## config.mk

```make
export PLATFORM = sky130hd
export DESIGN_NAME = conv_window_buffer
export DESIGN_NICKNAME = d
export VERILOG_FILES = /design/src/rtl/conv_window_buffer.sv
export SDC_FILE = /design/constraint.sdc
export NUM_CORES = 1
export LEC_CHECK = 0
export CAP_MARGIN = 15
export CORE_ASPECT_RATIO = 0.75
export CORE_UTILIZATION = 50
export CTS_BUF_LIST = sky130_fd_sc_hd__clkbuf_4 sky130_fd_sc_hd__clkbuf_8
export DETAILED_ROUTE_END_ITERATION = 8
export PLACE_DENSITY = 0.79
export SLEW_MARGIN = 10
export SYNTH_ARGS = -nofsm -noshare
export SYNTH_HDL_FRONTEND = slang
export SYNTH_SLANG_ARGS = --single-unit
export TNS_END_PERCENT = 100
```

## constraint.sdc

```tcl
create_clock -name clk -period 4.81 [get_ports clk]
set_input_delay 1.2025 -clock clk [delete_from_list [all_inputs] [get_ports clk]]
set_output_delay 1.2025 -clock clk [all_outputs]
set_load 0.02 [all_outputs]
```

## src/rtl/conv_window_buffer.sv

```systemverilog
// conv_window_buffer: streaming 3x3 sliding-window generator.
//
// Takes one DATA_W-bit pixel per handshake in raster order. The two previous
// image rows are kept in line memories, and the module emits the 3x3
// neighbourhood anchored at the newest pixel.
//
// Ports:
//   clk       - clock; all state changes on the rising edge
//   reset     - asynchronous, active-low reset
//   in_valid  - input pixel valid
//   in_ready  - input accept (transfer = in_valid & in_ready)
//   in_sof    - start of frame, qualified by in_valid
//   in_data   - pixel value
//   out_valid - window valid
//   out_ready - downstream accept
//   out_win   - 9 taps; tap k = 3*dr+dc sits at [k*DATA_W +: DATA_W]
//               and holds pixel (r-2+dr, c-2+dc); k=8 is the newest pixel
//   out_last  - window belongs to the last pixel of the frame
//
// Build option:
//   LB_ZERO_PAD_EN - when defined, a window is emitted for every pixel and
//                    out-of-image taps read as 0. When undefined, windows
//                    are emitted only for r>=2 && c>=2.
module conv_window_buffer #(
    parameter int unsigned DATA_W = 13,
    parameter int unsigned IMG_W  = 32,
    parameter int unsigned IMG_H  = 32
) (
    input  logic                  clk,
    input  logic                  reset,
    input  logic                  in_valid,
    output logic                  in_ready,
    input  logic                  in_sof,
    input  logic [DATA_W-1:0]     in_data,
    output logic                  out_valid,
    input  logic                  out_ready,
    output logic [9*DATA_W-1:0]   out_win,
    output logic                  out_last
);

    localparam int unsigned CW = $clog2(IMG_W);
    localparam int unsigned RW = $clog2(IMG_H);
    localparam logic [CW-1:0] COL_MAX = CW'(IMG_W - 1);
    localparam logic [RW-1:0] ROW_MAX = RW'(IMG_H - 1);

    logic [CW-1:0] col_q, col_d, pc;
    logic [RW-1:0] row_q, row_d, pr;
    logic [DATA_W-1:0] line_a [IMG_W];  // row r-1
    logic [DATA_W-1:0] line_b [IMG_W];  // row r-2
    logic [8:0][DATA_W-1:0] win_q, win_d, win_new;
    logic valid_q, valid_d, last_q, last_d;
    logic accept, emit, at_end;

    always_comb begin
        in_ready = ~valid_q | out_ready;
        accept   = in_valid & in_ready;

        // in_sof overrides the counters so a mid-frame resync lands at (0,0).
        pc     = in_sof ? '0 : col_q;
        pr     = in_sof ? '0 : row_q;
        at_end = (pr == ROW_MAX) && (pc == COL_MAX);

`ifdef LB_ZERO_PAD_EN
        emit = 1'b1;
`else
        emit = (int'(pr) >= 2) && (int'(pc) >= 2);
`endif

        col_d = col_q;
        row_d = row_q;
        if (accept) begin
            if (pc == COL_MAX) begin
                col_d = '0;
                row_d = (pr == ROW_MAX) ? '0 : pr + 1'b1;
            end else begin
                col_d = pc + 1'b1;
                row_d = pr;
            end
        end

        // Shift one column left and insert {row r-2, row r-1, row r}.
        win_new = '0;
        for (int dr = 0; dr < 3; dr++) begin
            win_new[3*dr]     = win_q[3*dr+1];
            win_new[3*dr + 1] = win_q[3*dr+2];
        end
        win_new[2] = line_b[pc];
        win_new[5] = line_a[pc];
        win_new[8] = in_data;

        // Zero taps above or left of the image; this also kills the previous
        // row's columns that slide in after a column wrap.
        for (int dr = 0; dr < 3; dr++) begin
            for (int dc = 0; dc < 3; dc++) begin
                if ((int'(pr) < 2 - dr) || (int'(pc) < 2 - dc)) begin
                    win_new[3*dr + dc] = '0;
                end
            end
        end

        win_d   = accept ? win_new : win_q;
        valid_d = accept ? emit : (out_ready ? 1'b0 : valid_q);
        last_d  = accept ? (emit & at_end) : last_q;
    end

    always_ff @(posedge clk or negedge reset) begin
        if (!reset) begin
            col_q   <= '0;
            row_q   <= '0;
            win_q   <= '0;
            valid_q <= 1'b0;
            last_q  <= 1'b0;
        end else begin
            col_q   <= col_d;
            row_q   <= row_d;
            win_q   <= win_d;
            valid_q <= valid_d;
            last_q  <= last_d;
        end
    end

    // Line memories are not reset; taps that would read stale data are masked.
    always_ff @(posedge clk) begin
        if (accept) begin
            line_b[pc] <= line_a[pc];
            line_a[pc] <= in_data;
        end
    end

    assign out_valid = valid_q;
    assign out_win   = win_q;
    assign out_last  = last_q;

endmodule

```

==> results of run 1 <==
==> worst reg2reg max path, cell delays in order (launching register included) <==
cell     delay, ns
dfrtp_4       0.88
nor2b_4       0.59
buf_4         0.44
nand2_1       0.28
buf_4         0.32
o22ai_1       0.30
nor4_1        0.09
nor4_1        0.73
a21o_1        0.15
==> kinds of logic (layout without fill, tap and decap cells) <==
kind of cell	count (synthesis)	after routing	synth area share, %
AOI/OAI and AO/OA	479	479	9.30
DFF	961	961	75.4
muxes	206	206	6.01
adders and majority gates	4	4	0.134
buffers and inverters	166	522	2.34
and+or+nand+nor	562	562	6.80
==> metal layers <==
metal	share of wire, %	wire, µm	up-vias
met1	36	39300	11705
met3	17	18000	340
li1	-	-	9783
met5	0.095	103	-
met2	43	46800	2136
met4	4.2	4560	6
==> final timing paths <==
kind | startpoint | to | slack, ns | cells past startpoint
min reg2reg | out_win[90] | out_win[90] | 0.47 | 2
min in group asynchronous | reset | out_win[99] | 0.51 | 1
max reg2reg | col_q[1] | out_win[36] | 0.99 | 8
max | col_q[1] | out_win[36] | 0.99 | 8
max in group asynchronous | reset | out_win[10] | 3.47 | 2
min | out_win[90] | out_win[90] | 0.47 | 2
==> power breakdown <==
part           switching (W)  internal (W)  leakage (nW)
registers           0.000138       0.00956          9.27
logic                0.00157      0.000649          4.36
clock network        0.00314       0.00344          1.46
total                0.00484        0.0136          15.1
==> cell usage after synthesis (6+ instances only) <==
| cell type | n |
|---|---|
| o211ai_1 | 11 |
| o31ai_1 | 6 |
| nor2b_1 | 44 |
| o21ai_0 | 35 |
| buf_2 | 69 |
| mux4_2 | 11 |
| mux2_2 | 39 |
| buf_1 | 11 |
| clkbuf_1 | 49 |
| a32oi_1 | 8 |
| mux2i_1 | 156 |
| nand3_1 | 29 |
| a211oi_1 | 28 |
| buf_6 | 12 |
| a22oi_1 | 15 |
| a22o_1 | 77 |
| buf_4 | 16 |
| a221oi_1 | 51 |
| nand2b_1 | 7 |
| a21o_1 | 10 |
| nor4_1 | 35 |
| o32ai_1 | 8 |
| dfrtp_1 | 129 |
| nor3_1 | 10 |
| edfxtp_1 | 832 |
| inv_1 | 6 |
| nor3b_1 | 9 |
| or3_1 | 7 |
| nand2_1 | 295 |
| a21oi_1 | 89 |
| o22ai_1 | 55 |
| a222oi_1 | 10 |
| a31oi_1 | 26 |
| nor2_1 | 102 |
==> cell usage in the layout, fill, tap and decap left out, types with 51 or more instances in the layout <==
cell type	count
a22o_1	77
clkbuf_8	145
edfxtp_1	832
buf_4	99
mux2i_1	156
nand2_1	294
o22ai_1	55
a21oi_1	89
clkdlybuf4s50_1	134
nor2_1	71
a221oi_1	51
clkbuf_4	52
dfrtp_1	127
==> registers in the layout, indices dropped and copies added (netlist names) <==
signal,cells
col_q,5
line_a,416
line_b,416
out_last,1
out_valid,1
out_win,117
row_q,5
==> layout make-up <==
cell class	count	area share, %
clock buffer	197	5.49
clock inverter	53	0.892
inverter	8	0.0805
multi-input combinational	1251	19.8
sequential	961	64.9
tap	968	2.78
timing repair buffer	264	6.13
==> per-stage QoR <==
step,hold slack [ns],power [W]
after floorplan,0.463,0.0111
after detailed placement,0.463,0.0120
after CTS,0.477,0.0184
after global placement,0.449,0.0119
final,0.475,0.0185
after global routing,0.489,0.0190
==> results_dict.tcl, run 1 <==
set metrics [dict create \
    diodes 0 \
    cts-resized-gates 0 \
    final_hold_viol_count 0 \
    postCtsHoldBufs 0 \
    use_met1_pct 39.4 \
    grt_pass1_vias 23615 \
    drt_iter0_markers 4245 \
    grt_pass1_wl_mm 157 \
    syn_area_mm2 0.0374 \
    end_kind "flop" \
    yosys_warnings 0 \
    numCtsBuffers 136 \
    multi_input_area_mm2 0.00859 \
    ys.flop_type "edfxtp_1" \
    synth_seq_area_share_pct 75.4 \
    synth_area_per_cell_um2 15.7 \
    wl_per_cell_um 29.4 \
    rows 86 \
    skew_ns 0.0462 \
    powerDensity_mw_per_mm2 425 \
    die_y_um 239 \
    ys_seq_elements 961 \
    worst_slew_pin_slew_ns 1.18 \
    firstDrtPassIters 6 \
    critPathMaxFanout 41 \
    wl_mm 109 \
    synth_top_area_share_pct 66.8 \
    port_buffers 137 \
    arrival_ns 4.51 \
    cts_tree "done" \
    grt_max_degree 106 \
    cp_top_family "simple AND/OR/NAND/NOR gates" \
    dp.cells 3449 \
    h-tree-depth 4 \
    leakage_nw 15.1 \
    synthTopCellsByArea "edfxtp_1 67%, dfrtp_1 8.6%, mux2i_1 4.2%" \
    start_kind "flop" \
    async_reset_ff_share_pct 13.4 \
    fillCellCount 5218 \
    final_max_slew_viol_count 0 \
    dp_hpwl_mm 65.0 \
    final_nets 2644 \
    setup-tns-final_ns 0 \
    core_mm2 0.0737 \
    clock-sinks 961 \
    cts_max_path_buffers 3 \
    slowest_delay_ns 0.88 \
    crit_path_cell_trace "nor2b_4, buf_4, nand2_1, buf_4, o22ai_1, nor4_1, nor4_1, a21o_1" \
    worstSetupPathType "reg2reg" \
    design_area_mm2 0.0435 \
    rsz0062_at_grt "false" \
    cp.required_ns 5.50 \
    grt.total_usage_pct 28.4 \
    busiest_layer "met2" \
    drc 0 \
    finalNonFillerCells 3702 \
    fin_crit_sh_pct 79.4 \
    hold_path_class "reg2reg" \
    die_w_um 318 \
    pre_cts_ws_ns 0.442 \
    syn2layout_area_growth_pct 16.3 \
    avgViaCountPerCell 6.47 \
    globalplace.congestion 0.957 \
    initial_utilization_pct 50.8 \
    postSynthCellCount 2378 \
    yosysTopAreaCell "edfxtp_1" \
    relSlewSlack_pct 21.4 \
    path_clk_slew_ns 0.06 \
    synthesis.nets 2400 \
    ant_nets 0 \
    postCtsSetupBuffers 0 \
    layout_min_cycle_time_ns 3.82 \
    ir_drop_v 0.000281 \
    register_area_mm2 0.0282 \
    use_met3_pct 9.38 \
    die_area_mm2 0.0759 \
    cts-root-buf "clkbuf_8" \
    clock_latency_ns 0.78 \
    status "complete, no violations" \
    cpMaxStageDelayCell "dfrtp_4" \
    gr-total-overflow 0 \
    finish.utilization_pct 59.0 \
    finalSetupViolations 0 \
    io_pins 138 \
    fmax_ghz 0.262 \
    ys_types 71 \
    drv_cap 0 \
    num_vias 23970 \
    crit_buf_inv 2 \
    grtUsageMet2_pct 41.4 \
    synth_edf_count 832 \
    fin_ws_ns 0.989 \
    antenna_found_initial 2 \
    post_dp_cell_area_mm2 0.0407 \
    drive_gt1_share_pct 16.9 \
]
Note: power is estimated with default switching activity, not from simulation.
==> run 2, diff against run 1 <==
Clock period 4.81 ns to 3.6 ns, I/O delays scaled along.
==> run 2 against run 1 <==
Net effect: sequential cell count did not move; routed wire length rose by 2.0%; die area did not move; sequential power rose by 33%; hold slack got worse by 0.35 ns; combinational power rose by 42%; total power rose by 33%; setup slack got worse by 0.76 ns; non-clock buffer count rose by 57; critical path depth rose by 1; utilization rose by 0.63 points; clock skew fell by 0.010 ns.
==> results_dict.tcl, run 2 (synthesized netlist as in run 1, its figures left out) <==
set metrics [dict create \
    num_vias 24468 \
    clock_latency_ns 0.76 \
    firstDrtPassIters 7 \
    start_kind "flop" \
    cts_max_path_buffers 3 \
    end_kind "flop" \
    finalNonFillerCells 3747 \
    worstSetupPathType "reg2reg" \
    cts-root-buf "clkbuf_8" \
    wl_per_cell_um 29.6 \
    drt_iter0_markers 4445 \
    pre_cts_ws_ns 0.146 \
    crit_path_cell_trace "nor2b_4, inv_6, buf_4, nand2_1, buf_12, o22ai_1, nor4_1, nor4_1, a21o_1" \
    final_max_slew_viol_count 0 \
    finalSetupViolations 0 \
    rows 86 \
    final_nets 2699 \
    grt_max_degree 64 \
    die_w_um 318 \
    final_common_cell "edfxtp_1" \
    skew_ns 0.0357 \
    dp_hpwl_mm 66.2 \
    fmax_ghz 0.297 \
    antenna_found_initial 1 \
    finish.utilization_pct 59.6 \
    syn2layout_area_growth_pct 17.5 \
    path_common_cell "nor4_1" \
    wl_mm 111 \
    grt.total_usage_pct 29.0 \
    ant_nets 0 \
    critPathMaxFanout 25 \
    drc 0 \
    slowest_delay_ns 0.75 \
    layout_min_cycle_time_ns 3.37 \
    ir_drop_v 0.000309 \
    cts-resized-gates 0 \
    rsz0062_at_grt "false" \
    clock-sinks 961 \
    drive_gt1_share_pct 18.2 \
    power.total_w 0.0246 \
    drv_cap 0 \
    crit_buf_inv 3 \
    worst_slew_pin_slew_ns 1.12 \
    h-tree-depth 4 \
    io_pins 138 \
    postCtsHoldBufs 0 \
    core_mm2 0.0737 \
    die_area_mm2 0.0759 \
    layout_common_cells "832 x edfxtp_1, 294 x nand2_1, 156 x mux2i_1" \
    numCtsBuffers 134 \
    fin_ws_ns 0.233 \
    fillCellCount 5109 \
    dp.cells 3508 \
    diodes 0 \
    grt_pass1_wl_mm 160 \
    leakage_nw 15.3 \
    gr-total-overflow 0 \
    post_dp_cell_area_mm2 0.0413 \
    grt_pass1_vias 23803 \
    cpMaxStageDelayCell "dfrtp_4" \
    die_y_um 239 \
    path_clk_slew_ns 0.07 \
    cp.required_ns 4.24 \
    postCtsSetupBuffers 0 \
    cts_tree "done" \
    port_buffers 137 \
    design_area_mm2 0.0440 \
    fin_crit_sh_pct 93.5 \
    globalplace.congestion 0.899 \
    cp_top_family "simple AND/OR/NAND/NOR gates" \
    initial_utilization_pct 50.8 \
    relSlewSlack_pct 25.0 \
    powerDensity_mw_per_mm2 559 \
    hold_path_class "in2async" \
    status "complete, no violations" \
    final_hold_viol_count 0 \
    arrival_ns 4.00 \
    avgViaCountPerCell 6.53 \
]
run 2: cell types whose count changed in the layout (fill, tap and decap cells not counted), moves of 2 or more:
cell	before	now
buf_12	23	40
buf_16	2	0
buf_4	99	144
buf_8	3	0
bufinv_16	4	2
clkbuf_4	52	48
clkinv_2	9	6
inv_6	10	5
run 2: metrics by stage:
step / setup TNS (ns) / hold WS (ns)
after floorplan: -11.37 / 0.463
after global placement: 0 / 0.449
after detailed placement: 0 / 0.455
after CTS: 0 / 0.0975
after global routing: 0 / 0.134
final: 0 / 0.129
run 2: report_power, final:
group | internal, W | switching, W | total (W) | leakage (nW)
sequential | 0.0128 | 0.000176 | 0.0129 | 9.27
combinational | 0.000992 | 0.00216 | 0.00315 | 4.69
clock | 0.00438 | 0.00410 | 0.00848 | 1.39
run 2: layout make-up:
type / instances / area [µm²] / area share, %
Multi-Input combinational cell: 1251 / 8610 / 19.6
Timing Repair Buffer: 321 / 3250 / 7.39
Inverter: 8 / 35.0 / 0.0797
Clock buffer: 194 / 2370 / 5.39
Sequential cell: 961 / 28200 / 64.2
Tap cell: 968 / 1210 / 2.76
Clock inverter: 44 / 272 / 0.618
run 2: final timing paths:
check | start | to | slack (ns) | cells after the start
worst min-delay path | reset | out_win[89] | 0.13 | 1
min in group clk | out_win[88] | out_win[88] | 0.47 | 2
worst max-delay path | col_q[1] | out_win[28] | 0.23 | 9
max in group asynchronous | reset | out_win[4] | 2.68 | 2
worst min register to register | out_win[88] | out_win[88] | 0.47 | 2
worst max register to register | col_q[1] | out_win[28] | 0.23 | 9
run 2: per-layer routing:
metal	up-vias	track usage (%)	share of wire, %	wire [µm]
li1	9898	-	-	-
met1	12001	40.8	37	40600
met2	2220	42.0	43	47500
met3	347	9.28	16	18100
met4	2	11.8	4.2	4700
met5	-	0	0.0090	10
